**src/rtl/pipeline_pkg.sv**
```systemverilog
// rtl/pipeline_pkg.sv - shared constants and types for the pipeline hazard controller
// Purpose : register index width, hazard FSM state encoding, NOP instruction encoding.
// Ports   : none (package).
package pipeline_pkg;

  localparam int REG_AW = 4;

  typedef enum logic [1:0] {
    RUN      = 2'd0,
    MEM_WAIT = 2'd1,
    ERROR    = 2'd2
  } hz_state_e;

  // Encoding loaded into a cleared pipeline register (all-zero word).
  localparam logic [15:0] NOP_INSTR = 16'h0000;

endpackage

```
**src/rtl/pipeline_hazard_controller_if.sv**
```systemverilog
// rtl/pipeline_hazard_controller_if.sv - hazard sense inputs and pipeline control outputs
// Purpose : bundles the decode/EX/MEM sense signals and the stall/flush/freeze controls.
// Ports   : master - drives sense signals, receives controls (pipeline side)
//           slave  - receives sense signals, drives controls (hazard controller)
interface pipeline_hazard_controller_if #(
  parameter int REG_AW = pipeline_pkg::REG_AW
);
  logic              Read_Enable_1_ID;
  logic [REG_AW-1:0] rs1_ID;
  logic              Read_Enable_2_ID;
  logic [REG_AW-1:0] rs2_ID;
  logic              Write_Enable_EX;
  logic [REG_AW-1:0] rd_EX;
  logic              Mem_Read_EX;
  logic              Branch_Taken_EX;
  logic              Mem_Req_MEM;
  logic              Mem_Ready_MEM;
  logic              Stall_IF;
  logic              Stall_ID;
  logic              Bubble_EX;
  logic              Flush_IF_ID;
  logic              Flush_ID_EX;
  logic              Freeze;
  logic              Halt;

  modport master (
    output Read_Enable_1_ID, rs1_ID, Read_Enable_2_ID, rs2_ID,
    output Write_Enable_EX, rd_EX, Mem_Read_EX, Branch_Taken_EX,
    output Mem_Req_MEM, Mem_Ready_MEM,
    input  Stall_IF, Stall_ID, Bubble_EX, Flush_IF_ID, Flush_ID_EX, Freeze, Halt
  );

  modport slave (
    input  Read_Enable_1_ID, rs1_ID, Read_Enable_2_ID, rs2_ID,
    input  Write_Enable_EX, rd_EX, Mem_Read_EX, Branch_Taken_EX,
    input  Mem_Req_MEM, Mem_Ready_MEM,
    output Stall_IF, Stall_ID, Bubble_EX, Flush_IF_ID, Flush_ID_EX, Freeze, Halt
  );
endinterface

```
**src/rtl/hazard_perf_counter.sv**
```systemverilog
// rtl/hazard_perf_counter.sv - saturating event counter for hazard statistics
// Purpose : counts cycles with i_inc high, sticks at all-ones, cleared by rst.
//           Only built when HAZARD_PERF_CNT_EN is defined.
// Ports   : clk, rst (sync active-high), i_inc event strobe, o_cnt count value.
`ifdef HAZARD_PERF_CNT_EN
module hazard_perf_counter #(
  parameter int CNT_W = 16
) (
  input  logic             clk,
  input  logic             rst,
  input  logic             i_inc,
  output logic [CNT_W-1:0] o_cnt
);
  logic [CNT_W-1:0] r_cnt;

  always_ff @(posedge clk) begin
    if (rst) begin
      r_cnt <= '0;
    end else if (i_inc && (r_cnt != {CNT_W{1'b1}})) begin
      r_cnt <= r_cnt + 1'b1;
    end
  end

  assign o_cnt = r_cnt;
endmodule
`endif

```
**src/rtl/pipeline_hazard_controller.sv**
```systemverilog
// rtl/pipeline_hazard_controller.sv - load-use stall, branch flush and memory freeze/halt control
// Purpose : drives enable/clear controls of the 5-stage pipeline registers. Stalls one
//           cycle on a load-use hazard, flushes IF/ID and ID/EX on a taken branch,
//           freezes the pipe while data memory is busy, halts on a memory timeout.
// Ports   : clk, rst (sync active-high); hz_if (slave) sense inputs and control outputs;
//           Load_Stall_Cnt, Flush_Cnt, Mem_Wait_Cnt only when HAZARD_PERF_CNT_EN is defined.
// Macro   : HAZARD_PERF_CNT_EN - adds the three saturating performance counters.
module pipeline_hazard_controller
  import pipeline_pkg::*;
#(
  parameter int REG_AW      = pipeline_pkg::REG_AW,
  parameter int MEM_TIMEOUT = 64,
  parameter int CNT_W       = 16
) (
  input  logic                          clk,
  input  logic                          rst,
  pipeline_hazard_controller_if.slave   hz_if
`ifdef HAZARD_PERF_CNT_EN
  ,
  output logic [CNT_W-1:0]              Load_Stall_Cnt,
  output logic [CNT_W-1:0]              Flush_Cnt,
  output logic [CNT_W-1:0]              Mem_Wait_Cnt
`endif
);

  localparam logic [1:0] S_RUN      = RUN;
  localparam logic [1:0] S_MEM_WAIT = MEM_WAIT;
  localparam logic [1:0] S_ERROR    = ERROR;

  // Wide enough to hold MEM_TIMEOUT itself; the counter stops there.
  localparam int WC_W = $clog2(MEM_TIMEOUT + 1);

  logic [1:0]      r_state;
  logic [WC_W-1:0] r_wait_cnt;

  logic w_mem_pending;
  logic w_load_use;
  logic w_freeze;
  logic w_flush;
  logic w_stall;

  assign w_mem_pending = hz_if.Mem_Req_MEM & ~hz_if.Mem_Ready_MEM;

  // Loads cannot forward to the very next instruction; r0 never creates a dependency.
  assign w_load_use = hz_if.Mem_Read_EX & hz_if.Write_Enable_EX &
                      (hz_if.rd_EX != REG_AW'(0)) &
                      ((hz_if.Read_Enable_1_ID & (hz_if.rs1_ID == hz_if.rd_EX)) |
                       (hz_if.Read_Enable_2_ID & (hz_if.rs2_ID == hz_if.rd_EX)));

  assign w_freeze = (r_state == S_ERROR) | w_mem_pending;

  // Freeze masks everything so a held branch/hazard is acted on once the pipe moves.
  // A taken branch wins over load-use: the decode instruction is wrong-path anyway.
  assign w_flush = hz_if.Branch_Taken_EX & ~w_freeze;
  assign w_stall = w_load_use & ~w_freeze & ~hz_if.Branch_Taken_EX;

  always_ff @(posedge clk) begin
    if (rst) begin
      r_state    <= S_RUN;
      r_wait_cnt <= '0;
    end else begin
      case (r_state)
        S_RUN: begin
          if (w_mem_pending) begin
            r_state    <= S_MEM_WAIT;
            r_wait_cnt <= WC_W'(1);
          end
        end
        S_MEM_WAIT: begin
          if (hz_if.Mem_Ready_MEM) begin
            r_state <= S_RUN;
          end else if (r_wait_cnt == WC_W'(MEM_TIMEOUT)) begin
            r_state <= S_ERROR;
          end else begin
            r_wait_cnt <= r_wait_cnt + 1'b1;
          end
        end
        S_ERROR: begin
          r_state <= S_ERROR;
        end
        default: begin
          r_state <= S_ERROR;
        end
      endcase
    end
  end

  // While rst is high the pipe is held cleared regardless of the registered state.
  always_comb begin
    hz_if.Stall_IF    = 1'b0;
    hz_if.Stall_ID    = 1'b0;
    hz_if.Bubble_EX   = 1'b0;
    hz_if.Flush_IF_ID = 1'b1;
    hz_if.Flush_ID_EX = 1'b1;
    hz_if.Freeze      = 1'b0;
    hz_if.Halt        = 1'b0;
    if (!rst) begin
      hz_if.Stall_IF    = w_stall;
      hz_if.Stall_ID    = w_stall;
      hz_if.Bubble_EX   = w_stall;
      hz_if.Flush_IF_ID = w_flush;
      hz_if.Flush_ID_EX = w_flush;
      hz_if.Freeze      = w_freeze;
      hz_if.Halt        = (r_state == S_ERROR);
    end
  end

`ifdef HAZARD_PERF_CNT_EN
  hazard_perf_counter #(.CNT_W(CNT_W)) u_load_stall_cnt (
    .clk   (clk),
    .rst   (rst),
    .i_inc (hz_if.Bubble_EX),
    .o_cnt (Load_Stall_Cnt)
  );

  hazard_perf_counter #(.CNT_W(CNT_W)) u_flush_cnt (
    .clk   (clk),
    .rst   (rst),
    .i_inc (hz_if.Flush_IF_ID),
    .o_cnt (Flush_Cnt)
  );

  hazard_perf_counter #(.CNT_W(CNT_W)) u_mem_wait_cnt (
    .clk   (clk),
    .rst   (rst),
    .i_inc (hz_if.Freeze),
    .o_cnt (Mem_Wait_Cnt)
  );
`else
  logic [CNT_W-1:0] w_perf_unused;
  assign w_perf_unused = '0;
`endif

endmodule
```
**src/flat_wrapper.sv**
```systemverilog
// flat-port wrapper written by rule: the top's interface ports become plain ports
module pipeline_hazard_controller_flat import pipeline_pkg::*;
#(
  parameter int REG_AW      = pipeline_pkg::REG_AW,
  parameter int MEM_TIMEOUT = 64,
  parameter int CNT_W       = 16
)
  (clk, rst, hz_if_Read_Enable_1_ID, hz_if_rs1_ID, hz_if_Read_Enable_2_ID, hz_if_rs2_ID, hz_if_Write_Enable_EX, hz_if_rd_EX, hz_if_Mem_Read_EX, hz_if_Branch_Taken_EX, hz_if_Mem_Req_MEM, hz_if_Mem_Ready_MEM, hz_if_Stall_IF, hz_if_Stall_ID, hz_if_Bubble_EX, hz_if_Flush_IF_ID, hz_if_Flush_ID_EX, hz_if_Freeze, hz_if_Halt);
  pipeline_hazard_controller_if #(.REG_AW(REG_AW)) hz_if_i ();
  input  logic clk;
  input  logic rst;
  input wire logic [$bits(hz_if_i.Read_Enable_1_ID)-1:0] hz_if_Read_Enable_1_ID;
  input wire logic [$bits(hz_if_i.rs1_ID)-1:0] hz_if_rs1_ID;
  input wire logic [$bits(hz_if_i.Read_Enable_2_ID)-1:0] hz_if_Read_Enable_2_ID;
  input wire logic [$bits(hz_if_i.rs2_ID)-1:0] hz_if_rs2_ID;
  input wire logic [$bits(hz_if_i.Write_Enable_EX)-1:0] hz_if_Write_Enable_EX;
  input wire logic [$bits(hz_if_i.rd_EX)-1:0] hz_if_rd_EX;
  input wire logic [$bits(hz_if_i.Mem_Read_EX)-1:0] hz_if_Mem_Read_EX;
  input wire logic [$bits(hz_if_i.Branch_Taken_EX)-1:0] hz_if_Branch_Taken_EX;
  input wire logic [$bits(hz_if_i.Mem_Req_MEM)-1:0] hz_if_Mem_Req_MEM;
  input wire logic [$bits(hz_if_i.Mem_Ready_MEM)-1:0] hz_if_Mem_Ready_MEM;
  output wire logic [$bits(hz_if_i.Stall_IF)-1:0] hz_if_Stall_IF;
  output wire logic [$bits(hz_if_i.Stall_ID)-1:0] hz_if_Stall_ID;
  output wire logic [$bits(hz_if_i.Bubble_EX)-1:0] hz_if_Bubble_EX;
  output wire logic [$bits(hz_if_i.Flush_IF_ID)-1:0] hz_if_Flush_IF_ID;
  output wire logic [$bits(hz_if_i.Flush_ID_EX)-1:0] hz_if_Flush_ID_EX;
  output wire logic [$bits(hz_if_i.Freeze)-1:0] hz_if_Freeze;
  output wire logic [$bits(hz_if_i.Halt)-1:0] hz_if_Halt;
  assign hz_if_i.Read_Enable_1_ID = hz_if_Read_Enable_1_ID;
  assign hz_if_i.rs1_ID = hz_if_rs1_ID;
  assign hz_if_i.Read_Enable_2_ID = hz_if_Read_Enable_2_ID;
  assign hz_if_i.rs2_ID = hz_if_rs2_ID;
  assign hz_if_i.Write_Enable_EX = hz_if_Write_Enable_EX;
  assign hz_if_i.rd_EX = hz_if_rd_EX;
  assign hz_if_i.Mem_Read_EX = hz_if_Mem_Read_EX;
  assign hz_if_i.Branch_Taken_EX = hz_if_Branch_Taken_EX;
  assign hz_if_i.Mem_Req_MEM = hz_if_Mem_Req_MEM;
  assign hz_if_i.Mem_Ready_MEM = hz_if_Mem_Ready_MEM;
  assign hz_if_Stall_IF = hz_if_i.Stall_IF;
  assign hz_if_Stall_ID = hz_if_i.Stall_ID;
  assign hz_if_Bubble_EX = hz_if_i.Bubble_EX;
  assign hz_if_Flush_IF_ID = hz_if_i.Flush_IF_ID;
  assign hz_if_Flush_ID_EX = hz_if_i.Flush_ID_EX;
  assign hz_if_Freeze = hz_if_i.Freeze;
  assign hz_if_Halt = hz_if_i.Halt;
  pipeline_hazard_controller #(.REG_AW(REG_AW), .MEM_TIMEOUT(MEM_TIMEOUT), .CNT_W(CNT_W)) u_core (.clk(clk), .rst(rst), .hz_if(hz_if_i));
endmodule
```
**config.mk**
```make
export PLATFORM = sky130hd
export DESIGN_NAME = pipeline_hazard_controller_flat
export DESIGN_NICKNAME = d
export VERILOG_FILES = /design/src/rtl/pipeline_pkg.sv /design/src/rtl/pipeline_hazard_controller_if.sv /design/src/rtl/hazard_perf_counter.sv /design/src/rtl/pipeline_hazard_controller.sv /design/src/flat_wrapper.sv
export SDC_FILE = /design/constraint.sdc
export NUM_CORES = 1
export LEC_CHECK = 0
export CAP_MARGIN = 10
export CORE_ASPECT_RATIO = 1.4
export CORE_UTILIZATION = 30
export CTS_CLUSTER_SIZE = 40
export DETAILED_ROUTE_END_ITERATION = 10
export PLACE_DENSITY = 0.66
export SLEW_MARGIN = 20
export SYNTH_ARGS = -nofsm -noshare
export SYNTH_HDL_FRONTEND = slang
export SYNTH_SLANG_ARGS = --single-unit
```
**constraint.sdc**
```tcl
create_clock -name clk -period 4.1 [get_ports clk]
set_input_delay 0.41 -clock clk [delete_from_list [all_inputs] [get_ports clk]]
set_output_delay 0.41 -clock clk [all_outputs]
set_load 0.01 [all_outputs]
```
==> impl_metrics.json, run 1 <==
{
  "finalHoldViolCount": 0,
  "track_usage_pct": 14.81,
  "slowest_stage": "clkdlybuf4s50_1",
  "rr_worst_depth": 4,
  "fp.dieH_um": 56.68,
  "mostFrequentLayoutCell": "clkdlybuf4s50_1",
  "path_cells": "clkdlybuf4s50_1, inv_1, a2bb2oi_1, nand4_1, a211oi_1, clkdlybuf4s50_1",
  "clkSinkCount": 9,
  "clk_root_buffer_cell": "clkbuf_4",
  "vias_per_cell": 5.299,
  "seq_area_frac_synth_pct": 28.13,
  "max_slew_margin_pct": 54.03,
  "slew_violations": 0,
  "cp-start-kind": "input port",
  "place_ws_ns": 1.344,
  "grt_pass1_wl_mm": 2.401,
  "layout-drive-gt1-share_pct": 3.774,
  "cts_hold_buf": 0,
  "die_area_sq_um": 2327,
  "fin_nets": 130,
  "htreeDepth": 1,
  "die_w_um": 41.06,
  "port_buffers": 27,
  "ir_drop_mv": 0.2022,
  "ios": 28,
  "grt-ovfl-total": 0,
  "antenna_found_initial": 0,
  "drc": 0,
  "path_common_cell": "clkdlybuf4s50_1",
  "firstDrtPassIters": 4,
  "ff2ff_setup_slack_ns": 2.30,
  "min-delay-start": "u_core.r_wait_cnt[2]$_SDFFE_PP0P_",
  "tightest_slew_ns": 0.6799,
  "critPathArrivalTime_ns": 2.30,
  "min_period_over_period_pct": 65.98,
  "dp.cells": 123,
  "final_cell_mix": "27 x clkdlybuf4s50_1, 9 x dfxtp_1, 6 x nor2_1, 6 x xor2_1",
  "cts_tree": "yes",
  "rows": 19,
  "hpwl_mm": 1.314,
  "ys_async_sr_fraction_pct": 0,
  "end_kind": "output port",
  "synth_seq_cells": 9,
  "synth-edff-count": 0,
  "drtAntennaViolNets": 0,
  "hold_end": "u_core.r_wait_cnt[2]$_SDFFE_PP0P_",
  "setup_tns_ns": 0,
  "syn-cell-area_sq_um": 640.6,
  "clock.fmax_ghz": 0.3697,
  "via_count": 673,
  "worst_slack_ns": 1.395,
  "leakage_uw": 0.0003180,
  "slowest_delay_ns": 0.60,
  "path_max_fanout": 4,
  "yosysUniqueCellTypes": 31,
  "first_global_vias": 626,
  "fin_crit_ns": 2.705,
  "cts_setup_buffers": 0,
  "finalWirelength_mm": 1.575,
  "clock_skew_ns": 0.009788,
  "rr_endpoint": "u_core.r_wait_cnt[0]$_SDFFE_PP0P_",
  "cts_buffers": 3,
  "worstSetupPathType": "in2out",
  "crit_required_ns": 3.69,
  "rsz0062_at_grt": "no",
  "clockBufferDepth": 2,
  "syn-num-nets": 103,
  "min_path_cells": 2,
  "place_congestion": 0.7509,
  "avgSynthCellArea_sq_um": 8.008,
  "clkTransAtPathRegs_ns": 0.07,
  "core-area_sq_um": 1997,
  "p_total_uw": 212.2,
  "syn_inst": 80,
  "clock_latency_ns": 0.27,
  "hp-class": "reg2reg",
  "power.density_nw_per_um2": 227.6,
  "ys.flop_type": "dfxtp_1",
  "maxCapViolations": 0,
  "ys_warn_count": 0,
  "initial_utilization_pct": 32.08,
  "cts_repair_resize_count": 0,
  "grt_max_degree": 15,
  "fin_cells": 127,
  "outcome": "complete, no violations",
  "n_antenna_cell": 0,
  "regToRegStartpoint": "u_core.r_state[0]$_SDFFE_PP0P_",
  "setup_viol": 0,
  "area_growth_pct": 45.51,
  "dr.first_iter.drc_count": 4,
  "wl_per_cell_um": 12.40
}
-- where the power goes --
| part | total [uW] | switching [uW] | internal (uW) |
|---|---|---|---|
| Combinational | 50.5 | 19.8 | 30.7 |
| Sequential | 90.9 | 2.00 | 88.9 |
| Clock | 70.8 | 33.2 | 37.6 |
-- area by class of cell --
type | instances | area [sq um]
Tap cell | 21 | 26.28
Timing Repair Buffer | 27 | 270.3
Fill cell | 209 | 1065
Clock buffer | 4 | 26.28
Sequential cell | 9 | 180.2
Multi-Input combinational cell | 61 | 410.4
Inverter | 5 | 18.77
-- cell usage after synthesis (all sizes together) (3+ instances only) --
cell type,n,share of area [%]
dfxtp,9,28
buf,4,4.3
xor2,6,8.2
inv,5,2.9
a21oi,5,3.9
nand3,5,3.9
xnor2,3,4.1
nand2,3,1.8
nor3,5,3.9
nor2,6,3.5
-- metal layers --
layer,part of all wire (%),track usage (%)
met5,0,0
met4,2.0,9.524
met3,11,4.743
met2,51,24.11
met1,37,14.71
-- worst max-delay path by stage --
stage / cells after the start / end / slack (ns) / from
2_1_floorplan: 5 / hz_if_Stall_ID / 2.19 / hz_if_rd_EX[0]
3_3_place_gp: 5 / hz_if_Bubble_EX / 1.38 / rst
3_5_place_dp: 5 / hz_if_Stall_ID / 1.34 / rst
4_1_cts: 5 / hz_if_Stall_ID / 1.34 / rst
5_1_grt: 5 / hz_if_Stall_IF / 1.21 / rst
6_report: 6 / hz_if_Stall_ID / 1.39 / hz_if_Mem_Ready_MEM
-- logic make-up after synthesis --
family	share of synthesized area (%)
AO/OA/AOI/OAI	17.38
flip-flops	28.12
adder cells (fa/ha/maj)	3.906
XOR/XNOR	12.31
AND/OR/NAND/NOR	30.47
buffers and inverters	7.811
-- worst max-delay path: cells and delay by family --
| kind | cells | cell delay [ns] |
|---|---|---|
| buffers and inverters | 3 | 1.18 |
| AO/OA/AOI/OAI | 2 | 0.57 |
| AND/OR/NAND/NOR | 1 | 0.14 |
-- sequential cells by signal, indices dropped and copies added, names as in the netlist --
register / flops
u_core.r_wait_cnt: 7
u_core.r_state: 2
-- metrics by stage --
stage	hold slack (ns)	utilization, %	area [sq um]
floorplan	0.4703	-	640.6
finish	0.5202	46.68	932.1
global route	0.5647	46.68	932.1
detailed placement	0.5022	45.36	905.9
global placement	0.4986	45.36	905.9
CTS	0.5129	46.68	932.1
Note: power is estimated with default switching activity, not from simulation.
==> run 2, diff against run 1 <==
- PLACE_DENSITY: 0.66 -> 0.69
- clock period: 4.1 -> 2.3 ns (I/O delays scaled with it)
==> impl_metrics.json, run 2 (synthesis gave the netlist of run 1 again) <==
{
  "vias_per_cell": 5.311,
  "wl_per_cell_um": 13.27,
  "rsz0062_at_grt": "no",
  "area_growth_pct": 54.10,
  "hp-class": "reg2reg",
  "core-area_sq_um": 1997,
  "clk_root_buffer_cell": "clkbuf_4",
  "firstDrtPassIters": 4,
  "regToRegStartpoint": "u_core.r_state[0]$_SDFFE_PP0P_",
  "ios": 28,
  "max_slew_margin_pct": 50.37,
  "hpwl_mm": 1.351,
  "power.density_nw_per_um2": 393.1,
  "htreeDepth": 1,
  "end_kind": "output port",
  "place_congestion": 0.8152,
  "grt_pass1_wl_mm": 2.532,
  "cts_setup_buffers": 0,
  "ff2ff_setup_slack_ns": 0.49,
  "drc": 0,
  "fp.dieH_um": 56.68,
  "worstSetupPathType": "in2out",
  "largest_register_ffs": 7,
  "rows": 19,
  "grt_max_degree": 14,
  "filler_cell_count": 211,
  "cts_hold_buf": 0,
  "tightest_slew_ns": 0.7341,
  "crit_start": "hz_if_Mem_Ready_MEM",
  "clockBufferDepth": 2,
  "min-delay-start": "u_core.r_wait_cnt[2]$_SDFFE_PP0P_",
  "fin_crit_ns": 1.948,
  "cts_buffers": 3,
  "finalWirelength_mm": 1.752,
  "crit_required_ns": 2.07,
  "clkTransAtPathRegs_ns": 0.06,
  "clock_latency_ns": 0.27,
  "setup_tns_ns": 0,
  "hold-worst-slack_ns": 0.5139,
  "fin_nets": 135,
  "clock.fmax_ghz": 0.5134,
  "track_usage_pct": 16.01,
  "n_antenna_cell": 0,
  "finalHoldViolCount": 0,
  "largestRegisters": "u_core.r_wait_cnt x7, u_core.r_state x2",
  "initial_utilization_pct": 32.08,
  "path_max_fanout": 4,
  "hold_end": "u_core.r_wait_cnt[2]$_SDFFE_PP0P_",
  "leakage_uw": 0.0004007,
  "maxCapViolations": 0,
  "setup_viol": 0,
  "die_area_sq_um": 2327,
  "ir_drop_mv": 0.3217,
  "min_path_cells": 2,
  "rr_worst_depth": 4,
  "drtAntennaViolNets": 0,
  "mostFrequentLayoutCell": "clkdlybuf4s50_1",
  "dr.first_iter.drc_count": 8,
  "rr_endpoint": "u_core.r_wait_cnt[3]$_SDFFE_PP0P_",
  "final_cell_mix": "23 x clkdlybuf4s50_1, 9 x dfxtp_1, 6 x nor2_1, 6 x xor2_1",
  "top_register": "u_core.r_wait_cnt",
  "clock_skew_ns": 0.007010,
  "port_buffers": 27,
  "cp-start-kind": "input port",
  "clkSinkCount": 9,
  "die_w_um": 41.06,
  "min_period_over_period_pct": 84.69,
  "cts_tree": "yes",
  "first_global_vias": 678,
  "grt-ovfl-total": 0,
  "antenna_found_initial": 0,
  "slew_violations": 0,
  "via_count": 701,
  "layout-drive-gt1-share_pct": 9.910,
  "outcome": "complete, no violations",
  "critPathArrivalTime_ns": 1.72
}
run 2: worst max-delay path by stage:
| stage | endpoint | slack [ns] | cells after the start |
|---|---|---|---|
| 3_5_place_dp | hz_if_Stall_IF | -0.08 | 7 |
| 3_3_place_gp | hz_if_Bubble_EX | -0.04 | 7 |
| 5_1_grt | hz_if_Bubble_EX | 0.24 | 7 |
| 6_report | hz_if_Flush_IF_ID | 0.35 | 5 |
| 4_1_cts | hz_if_Stall_IF | 0.01 | 7 |
| 2_1_floorplan | hz_if_Stall_ID | 0.65 | 4 |
run 2: metrics by stage:
step	instances	power [uW]	instance area, sq um	worst slack (ns)	utilization (%)
after floorplan	80	204.2	640.6	0.6492	-
after global placement	128	260.6	943.4	-0.03582	47.24
after detailed placement	128	261.7	943.4	-0.07569	47.24
after CTS	132	390.5	979.7	0.01252	49.06
after global routing	132	405.7	987.2	0.2442	49.44
final	132	388.0	987.2	0.3521	49.44
run 2: what timing repair did:
action / 4_1_cts / 5_1_grt
pin swaps: 0 / 2
gates resized for setup: 3 / 3
setup endpoints to repair: 3 / 3
run 2: worst max-delay path: stages:
cell	delay [ns]
clkdlybuf4s50_1	0.52
inv_1	0.09
a2bb2oi_2	0.18
a21o_1	0.15
clkdlybuf4s50_1	0.54
run 2: power by group:
part	total, uW	internal (uW)	switching (uW)
clock	128	67.1	61.3
sequential	162	158	3.50
combinational	97.7	59.2	38.5
run 2: layout make-up:
cell class                      instances  area [sq um]  area share [%]
Clock buffer                            4         26.28           2.662
Multi-Input combinational cell         61         421.7           42.71
Tap cell                               21         26.28           2.662
Timing Repair Buffer                   32         314.1           31.81
Sequential cell                         9         180.2           18.25
Inverter                                5         18.77           1.901
run 2: layer usage:
metal	GRT usage [%]	vias up	part of all wire, %
met3	1.186	7	7.0
met5	0	-	0
met4	12.86	0	4.0
met1	14.75	313	38
met2	28.13	27	51
li1	-	354	-
